--- src/rtl/sync_arith_arbiter_if.sv ---
// Requester, arithmetic-unit and response signals of the round-robin arithmetic arbiter.
// The arbiter connects through the slave modport; the environment drives the master side.
interface sync_arith_arbiter_if #(
  parameter int unsigned BITS  = 32,
  parameter int unsigned N_REQ = 4
);
  logic [N_REQ-1:0]      i_req_valid;
  logic [N_REQ-1:0]      o_req_ready;
  logic [N_REQ*BITS-1:0] i_req_arg_A;
  logic [N_REQ*BITS-1:0] i_req_arg_B;
  logic [N_REQ*2-1:0]    i_req_op;
  logic [BITS-1:0]       o_alu_arg_A;
  logic [BITS-1:0]       o_alu_arg_B;
  logic [1:0]            o_alu_op;
  logic [BITS-1:0]       i_alu_result;
  logic [3:0]            i_alu_status;
  logic [N_REQ-1:0]      o_rsp_valid;
  logic [BITS-1:0]       o_rsp_result;
  logic [3:0]            o_rsp_status;
  logic                  i_rsp_ready;
  logic                  o_busy;

  modport slave (
    input  i_req_valid, i_req_arg_A, i_req_arg_B, i_req_op,
    input  i_alu_result, i_alu_status, i_rsp_ready,
    output o_req_ready, o_alu_arg_A, o_alu_arg_B, o_alu_op,
    output o_rsp_valid, o_rsp_result, o_rsp_status, o_busy
  );

  modport master (
    output i_req_valid, i_req_arg_A, i_req_arg_B, i_req_op,
    output i_alu_result, i_alu_status, i_rsp_ready,
    input  o_req_ready, o_alu_arg_A, o_alu_arg_B, o_alu_op,
    input  o_rsp_valid, o_rsp_result, o_rsp_status, o_busy
  );
endinterface

--- src/rtl/sync_arith_arbiter.sv ---
// Round-robin arbiter sharing one fixed-latency arithmetic unit among N_REQ requesters,
// with exactly one transaction in flight and a one-hot response to the owning requester.
module sync_arith_arbiter #(
  parameter int unsigned BITS    = 32,
  parameter int unsigned N_REQ   = 4,
  parameter int unsigned ALU_LAT = 1
) (
  input logic                 i_clk,
  input logic                 i_reset,
  sync_arith_arbiter_if.slave bus
);
  localparam int unsigned   PtrW    = (N_REQ > 1) ? $clog2(N_REQ) : 1;
  localparam int unsigned   CntW    = (ALU_LAT > 0) ? $clog2(ALU_LAT + 1) : 1;
  localparam logic [PtrW:0] LastIdx = (PtrW + 1)'(N_REQ - 1);

  typedef enum logic [1:0] {StIdle, StWait, StResp} state_e;

  state_e            state_q, state_d;
  logic [PtrW-1:0]   rr_ptr_q, rr_ptr_d;
  logic [PtrW-1:0]   owner_q, owner_d;
  logic [CntW-1:0]   cnt_q, cnt_d;
  logic [BITS-1:0]   alu_a_q, alu_a_d;
  logic [BITS-1:0]   alu_b_q, alu_b_d;
  logic [1:0]        alu_op_q, alu_op_d;
  logic [BITS-1:0]   result_q, result_d;
  logic [3:0]        status_q, status_d;
  logic [N_REQ-1:0]  req_ready;

  logic [2*N_REQ-1:0] req_dbl;
  logic [N_REQ-1:0]   req_rot;
  logic               gnt_found;
  logic [PtrW-1:0]    gnt_off;
  logic [PtrW:0]      gnt_sum;
  logic [PtrW-1:0]    gnt_idx;

  // Rotate requests so bit 0 is the requester at rr_ptr; first set bit is the grant offset.
  assign req_dbl = {bus.i_req_valid, bus.i_req_valid} >> rr_ptr_q;
  assign req_rot = req_dbl[N_REQ-1:0];

  always_comb begin
    gnt_found = 1'b0;
    gnt_off   = '0;
    for (int unsigned i = 0; i < N_REQ; i++) begin
      if (!gnt_found && req_rot[i]) begin
        gnt_found = 1'b1;
        gnt_off   = PtrW'(i);
      end
    end
  end

  assign gnt_sum = {1'b0, rr_ptr_q} + {1'b0, gnt_off};
  assign gnt_idx = (gnt_sum > LastIdx) ? PtrW'(gnt_sum - (LastIdx + 1'b1)) : gnt_sum[PtrW-1:0];

  always_comb begin
    state_d   = state_q;
    rr_ptr_d  = rr_ptr_q;
    owner_d   = owner_q;
    cnt_d     = cnt_q;
    alu_a_d   = alu_a_q;
    alu_b_d   = alu_b_q;
    alu_op_d  = alu_op_q;
    result_d  = result_q;
    status_d  = status_q;
    req_ready = '0;
    unique case (state_q)
      StIdle: begin
        if (gnt_found) begin
          req_ready = N_REQ'(1) << gnt_idx;
          owner_d   = gnt_idx;
          alu_a_d   = bus.i_req_arg_A[gnt_idx*BITS +: BITS];
          alu_b_d   = bus.i_req_arg_B[gnt_idx*BITS +: BITS];
          alu_op_d  = bus.i_req_op[gnt_idx*2 +: 2];
          cnt_d     = CntW'(ALU_LAT);
          state_d   = StWait;
        end
      end
      StWait: begin
        if (cnt_q == '0) begin
          result_d = bus.i_alu_result;
          status_d = bus.i_alu_status;
          state_d  = StResp;
        end else begin
          cnt_d = cnt_q - 1'b1;
        end
      end
      StResp: begin
        if (bus.i_rsp_ready) begin
          state_d  = StIdle;
          rr_ptr_d = ({1'b0, owner_q} == LastIdx) ? '0 : PtrW'(owner_q + 1'b1);
        end
      end
      default: state_d = StIdle;
    endcase
  end

  always_ff @(posedge i_clk) begin
    if (i_reset) begin
      state_q  <= StIdle;
      rr_ptr_q <= '0;
      owner_q  <= '0;
      cnt_q    <= '0;
      alu_a_q  <= '0;
      alu_b_q  <= '0;
      alu_op_q <= '0;
      result_q <= '0;
      status_q <= '0;
    end else begin
      state_q  <= state_d;
      rr_ptr_q <= rr_ptr_d;
      owner_q  <= owner_d;
      cnt_q    <= cnt_d;
      alu_a_q  <= alu_a_d;
      alu_b_q  <= alu_b_d;
      alu_op_q <= alu_op_d;
      result_q <= result_d;
      status_q <= status_d;
    end
  end

  // Grant is combinational from IDLE state, so it must be masked while reset is applied.
  assign bus.o_req_ready  = i_reset ? '0 : req_ready;
  assign bus.o_alu_arg_A  = alu_a_q;
  assign bus.o_alu_arg_B  = alu_b_q;
  assign bus.o_alu_op     = alu_op_q;
  assign bus.o_rsp_valid  = (state_q == StResp) ? (N_REQ'(1) << owner_q) : '0;
  assign bus.o_rsp_result = result_q;
  assign bus.o_rsp_status = status_q;
  assign bus.o_busy       = (state_q != StIdle);

endmodule

--- src/flat_wrapper.sv ---
// flat-port wrapper written by rule: the top's interface ports become plain ports
module sync_arith_arbiter_flat 
#(
  parameter int unsigned BITS    = 32,
  parameter int unsigned N_REQ   = 4,
  parameter int unsigned ALU_LAT = 1
)
  (i_clk, i_reset, bus_i_req_valid, bus_i_req_arg_A, bus_i_req_arg_B, bus_i_req_op, bus_i_alu_result, bus_i_alu_status, bus_i_rsp_ready, bus_o_req_ready, bus_o_alu_arg_A, bus_o_alu_arg_B, bus_o_alu_op, bus_o_rsp_valid, bus_o_rsp_result, bus_o_rsp_status, bus_o_busy);
  sync_arith_arbiter_if #(.BITS(BITS), .N_REQ(N_REQ)) bus_i ();
  input logic i_clk;
  input logic i_reset;
  input wire logic [$bits(bus_i.i_req_valid)-1:0] bus_i_req_valid;
  input wire logic [$bits(bus_i.i_req_arg_A)-1:0] bus_i_req_arg_A;
  input wire logic [$bits(bus_i.i_req_arg_B)-1:0] bus_i_req_arg_B;
  input wire logic [$bits(bus_i.i_req_op)-1:0] bus_i_req_op;
  input wire logic [$bits(bus_i.i_alu_result)-1:0] bus_i_alu_result;
  input wire logic [$bits(bus_i.i_alu_status)-1:0] bus_i_alu_status;
  input wire logic [$bits(bus_i.i_rsp_ready)-1:0] bus_i_rsp_ready;
  output wire logic [$bits(bus_i.o_req_ready)-1:0] bus_o_req_ready;
  output wire logic [$bits(bus_i.o_alu_arg_A)-1:0] bus_o_alu_arg_A;
  output wire logic [$bits(bus_i.o_alu_arg_B)-1:0] bus_o_alu_arg_B;
  output wire logic [$bits(bus_i.o_alu_op)-1:0] bus_o_alu_op;
  output wire logic [$bits(bus_i.o_rsp_valid)-1:0] bus_o_rsp_valid;
  output wire logic [$bits(bus_i.o_rsp_result)-1:0] bus_o_rsp_result;
  output wire logic [$bits(bus_i.o_rsp_status)-1:0] bus_o_rsp_status;
  output wire logic [$bits(bus_i.o_busy)-1:0] bus_o_busy;
  assign bus_i.i_req_valid = bus_i_req_valid;
  assign bus_i.i_req_arg_A = bus_i_req_arg_A;
  assign bus_i.i_req_arg_B = bus_i_req_arg_B;
  assign bus_i.i_req_op = bus_i_req_op;
  assign bus_i.i_alu_result = bus_i_alu_result;
  assign bus_i.i_alu_status = bus_i_alu_status;
  assign bus_i.i_rsp_ready = bus_i_rsp_ready;
  assign bus_o_req_ready = bus_i.o_req_ready;
  assign bus_o_alu_arg_A = bus_i.o_alu_arg_A;
  assign bus_o_alu_arg_B = bus_i.o_alu_arg_B;
  assign bus_o_alu_op = bus_i.o_alu_op;
  assign bus_o_rsp_valid = bus_i.o_rsp_valid;
  assign bus_o_rsp_result = bus_i.o_rsp_result;
  assign bus_o_rsp_status = bus_i.o_rsp_status;
  assign bus_o_busy = bus_i.o_busy;
  sync_arith_arbiter #(.BITS(BITS), .N_REQ(N_REQ), .ALU_LAT(ALU_LAT)) u_core (.i_clk(i_clk), .i_reset(i_reset), .bus(bus_i));
endmodule
--- config.mk ---
export PLATFORM = sky130hd
export DESIGN_NAME = sync_arith_arbiter_flat
export DESIGN_NICKNAME = d
export VERILOG_FILES = /design/src/rtl/sync_arith_arbiter_if.sv /design/src/rtl/sync_arith_arbiter.sv /design/src/flat_wrapper.sv
export SDC_FILE = /design/constraint.sdc
export NUM_CORES = 1
export LEC_CHECK = 0
export CAP_MARGIN = 20
export CORE_ASPECT_RATIO = 1.1
export CORE_MARGIN = 2
export CORE_UTILIZATION = 24
export CTS_BUF_LIST = sky130_fd_sc_hd__clkbuf_4 sky130_fd_sc_hd__clkbuf_8 sky130_fd_sc_hd__clkbuf_16
export DETAILED_ROUTE_END_ITERATION = 16
export DONT_BUFFER_PORTS = 1
export PLACE_DENSITY = 0.48
export SYNTH_ARGS = -nofsm -noshare
export SYNTH_HDL_FRONTEND = slang
export SYNTH_SLANG_ARGS = --single-unit
--- constraint.sdc ---
create_clock -name i_clk -period 13 [get_ports i_clk]
set_input_delay 3.9 -clock i_clk [delete_from_list [all_inputs] [get_ports i_clk]]
set_output_delay 3.9 -clock i_clk [all_outputs]
set_load 0.02 [all_outputs]
==> tab_implementation.tex <==
\begin{tabular}{lr}
\hline
Metric & Value \\
\hline
\multicolumn{2}{l}{\textbf{Status}} \\
Run status & completed \\
\multicolumn{2}{l}{\textbf{CTS}} \\
Clock latency on the worst-skew pair & 0.35 ns \\
Post-CTS sizing & 0 \\
Bufs on Longest Clock Path & 2 \\
Post-CTS repair timing setup buffer count & 0 \\
CTS tree & done \\
Number of hold buffers added after CTS & 0 \\
Library cell used as clock root buffer & sky130\_fd\_sc\_hd\_\_clkbuf\_16 \\
Clock sinks & 109 \\
Maximum level of the CTS H-tree & 3 \\
Register clock-pin slew on the reported worst setup and hold paths & 0.07 ns \\
Number of CTS-inserted buffers & 9 \\
\multicolumn{2}{l}{\textbf{Finish}} \\
Layout cell share with drive strength beyond 1 & 29.3\% \\
Post-route cell area & 7460 um\^{}2 \\
Most common cell after layout, fill and taps aside & sky130\_fd\_sc\_hd\_\_nand2\_1 \\
Diode insertion count for antenna repair & 0 \\
Most frequent cells in the layout & 141 x sky130\_fd\_sc\_hd\_\_nand2\_1, 132 x sky130\_fd\_sc\_hd\_\_mux2\_2, 109 x sky130\_fd\_sc\_hd\_\_dfxtp\_1 \\
Total area of sequential cells & 2180 um\^{}2 \\
Filler Cell Count & 3100 \\
Combined area of the multi-input logic cells & 4440 um\^{}2 \\
Final Net Count & 1015 \\
Final core utilization & 26.0\% \\
Synthesis-to-layout area growth & 6.28\% \\
\multicolumn{2}{l}{\textbf{Floorplanning}} \\
Die extent in y & 183 um \\
Core footprint & 28700 um\^{}2 \\
Top-level I/O count & 418 \\
Placement row count & 65 \\
Overall die width & 167 um \\
Initial core utilization & 24.4\% \\
Die area & 30600 um\^{}2 \\
\multicolumn{2}{l}{\textbf{Route}} \\
Vias after detailed routing & 5752 \\
Drt via density & 5.37 \\
Total Routed Length & 22300 um \\
Drt first pass iters & 4 \\
WL per Instance & 20.8 um \\
Post-route ant nets & 0 \\
1st-iter DRT viols & 311 \\
DR DRC count & 0 \\
\multicolumn{2}{l}{\textbf{STA}} \\
Count of final hold-check violations & 0 \\
Relative slew margins & 22.8\% \\
Final-report max-slew violation count & 0 \\
Setup total negative slack & 0 ns \\
Unrepaired setup endpoints after global routing & false \\
Layout Skew & 0.00615 ns \\
Post-layout min period & 9.95 ns \\
Total of endpoints with negative setup slack in the final report & 0 \\
Worst slew pin tran & 1.16 ns \\
Tcrit/Tclk final & 76.6\% \\
Achievable frequency & 0.100 GHz \\
\multicolumn{2}{l}{\textbf{Critical path}} \\
Maximum fanout count along the critical path & 5 \\
Critical-path cell with the highest stage delay & sky130\_fd\_sc\_hd\_\_nor3b\_1 \\
Critical path, cell by cell & inv\_1 -> nand3\_1 -> o311a\_1 -> o211ai\_1 -> ha\_4 -> xor2\_1 -> xnor2\_1 -> nor3b\_1 \\
Type of element capturing the critical path & primary output \\
Critical path start-end classification & primary input to primary output \\
Arrival time of data at the critical path endpoint & 6.05 ns \\
Buffering stage count on the worst path with inverters included & 1 \\
Category of cells accounting for the largest share of critical-path delay & simple AND/OR/NAND/NOR gates \\
Critical path's largest stage delay & 0.61 ns \\
Setup crit start kind & primary input \\
Critical path data required time & 9.10 ns \\
\multicolumn{2}{l}{\textbf{Global route}} \\
Initial antenna violation count & 0 \\
GR Overflow Total & 0 \\
Maximum number of pins on one net before global-route repair & 80 \\
Vias in the first global route & 5558 \\
Overall Global Routing Usage & 13.5\% \\
First-pass GRT wire length & 32600 um \\
\multicolumn{2}{l}{\textbf{Yosys}} \\
Share of Yosys cell area claimed by the top area cell type & 31.1\% \\
Main area contributors after synthesis & sky130\_fd\_sc\_hd\_\_dfxtp\_1 31\%, sky130\_fd\_sc\_hd\_\_mux2\_2 21\%, sky130\_fd\_sc\_hd\_\_a221oi\_1 11\%, sky130\_fd\_sc\_hd\_\_a221oi\_2 9.0\%, sky130\_fd\_sc\_hd\_\_nand2\_1 7.5\% \\
Post-synthesis area per instance & 9.17 um\^{}2 \\
Mapped Nets & 1077 \\
Synth Register Bits & 109 \\
Post-synthesis cell area & 7020 um\^{}2 \\
Cell type contributing the most total cell area after synthesis & sky130\_fd\_sc\_hd\_\_dfxtp\_1 \\
Cells after synthesis & 765 \\
Part of the Yosys area used for sequential elements & 31.1\% \\
Library cells used by synthesis & 39 \\
Yosys Warn Count & 0 \\
\multicolumn{2}{l}{\textbf{Power}} \\
Final Total Pwr & 1.06 mW \\
Largest voltage drop on the vdd net & 57.7 uV \\
Total power density per cell area & 142 nW/um\^{}2 \\
Leakage power total & 2.46 nW \\
\multicolumn{2}{l}{\textbf{Min path}} \\
Worst min-delay path category & register to register \\
\multicolumn{2}{l}{\textbf{Job}} \\
Max cap viols & 0 \\
\multicolumn{2}{l}{\textbf{Placed design}} \\
Number of port buffers & 0 \\
Standard cell area after detailed placement & 7170 um\^{}2 \\
Final HPWL DP & 16200 um \\
Global placer's final weighted congestion & 0.713 \\
\hline
\end{tabular}
-- metrics by stage --
step,setup slack (ns),std cells,hold WS [ns]
after global routing,2.86,1072,0.531
final,3.05,1072,0.502
after floorplan,3.21,765,0.453
after global placement,3.03,1060,0.499
after CTS,3.04,1072,0.515
after detailed placement,3.05,1060,0.504
-- cell usage after synthesis --
library cell and number:
sky130_fd_sc_hd__xor2_1 1, sky130_fd_sc_hd__nor4_4 1, sky130_fd_sc_hd__or4_1 1, sky130_fd_sc_hd__ha_1 5
sky130_fd_sc_hd__mux2i_1 1, sky130_fd_sc_hd__o311a_1 1, sky130_fd_sc_hd__a221oi_1 90, sky130_fd_sc_hd__nand2b_1 4
sky130_fd_sc_hd__nor3_1 5, sky130_fd_sc_hd__a221oi_2 42, sky130_fd_sc_hd__and2_1 5, sky130_fd_sc_hd__nor2b_1 3
sky130_fd_sc_hd__inv_1 4, sky130_fd_sc_hd__nand2_1 141, sky130_fd_sc_hd__dfxtp_1 109, sky130_fd_sc_hd__buf_2 10
sky130_fd_sc_hd__nor3_2 1, sky130_fd_sc_hd__nand3_1 2, sky130_fd_sc_hd__buf_6 11, sky130_fd_sc_hd__o211ai_1 2
sky130_fd_sc_hd__xnor2_1 1, sky130_fd_sc_hd__o21ai_1 66, sky130_fd_sc_hd__or2_1 1, sky130_fd_sc_hd__clkbuf_1 49
sky130_fd_sc_hd__nor2_1 15, sky130_fd_sc_hd__o32ai_1 1, sky130_fd_sc_hd__mux2_2 132, sky130_fd_sc_hd__a311oi_1 1
sky130_fd_sc_hd__or3_4 1, sky130_fd_sc_hd__a32oi_1 1, sky130_fd_sc_hd__nor2_4 1, sky130_fd_sc_hd__and3_1 1
sky130_fd_sc_hd__o32ai_2 1, sky130_fd_sc_hd__nor3b_1 1, sky130_fd_sc_hd__a32o_1 1, sky130_fd_sc_hd__a21oi_1 40
sky130_fd_sc_hd__buf_1 4, sky130_fd_sc_hd__a211oi_1 1, sky130_fd_sc_hd__buf_4 8
-- state kept, by name, summed over array words and instances (netlist names) --
| name | flops |
|---|---|
| u_core.bus.o_rsp_result | 32 |
| u_core.owner_q | 2 |
| u_core.cnt_q | 1 |
| u_core.bus.o_alu_op | 2 |
| u_core.bus.o_alu_arg_A | 32 |
| u_core.bus.o_rsp_status | 4 |
| u_core.rr_ptr_q | 2 |
| u_core.bus.o_alu_arg_B | 32 |
| u_core.state_q | 2 |
-- report_power, final --
part	leakage [nW]	switching, mW	internal, mW
combinational	1.41	0.156	0.123
clock	0.143	0.129	0.165
sequential	0.904	0.104	0.386
total	2.46	0.389	0.674
-- path summary, 6_finish.rpt --
kind / startpoint / end / slack [ns] / depth (start not counted)
setup / recovery: bus_i_req_valid[3] / bus_o_req_ready[0] / 3.05 / 8
hold / removal: u_core.state_q[1]$_SDFFE_PP0P_ / u_core.state_q[0]$_SDFFE_PP0P_ / 0.50 / 1
setup reg to reg: u_core.rr_ptr_q[0]$_SDFFE_PP0P_ / u_core.bus.o_alu_arg_B[30]$_SDFFE_PP0P_ / 9.13 / 8
hold reg to reg: u_core.state_q[1]$_SDFFE_PP0P_ / u_core.state_q[0]$_SDFFE_PP0P_ / 0.50 / 1
-- cells by family (layout without fill, tap and decap cells) --
group,Yosys count,count (layout),synth area share (%)
AO/OA/AOI/OAI,247,247,29.0
AND/OR/NAND/NOR,183,183,11.1
multiplexers,133,133,21.3
flip-flops,109,109,31.1
buffers and inverters,86,25,6.38
adder cells (fa/ha/maj),5,5,0.891
XOR/XNOR,2,2,0.250
-- area by class of cell --
class / instances / area share, %
tap: 368 / 6.17
clock inverter: 3 / 0.872
sequential: 109 / 29.3
clock buffer: 9 / 3.02
inverter: 4 / 0.201
timing repair buffer: 9 / 0.906
multi-input combinational: 570 / 59.6
-- metal layers --
metal	track usage, %	vias to the layer above	wire, um	part of all wire, %
met5	0	-	0	0
met4	3.90	0	274	1.2
met3	3.24	11	1410	6.3
met2	22.9	228	10900	49
met1	17.0	2730	9680	44
li1	-	2783	-	-
Power figures use the tool's default switching activity.
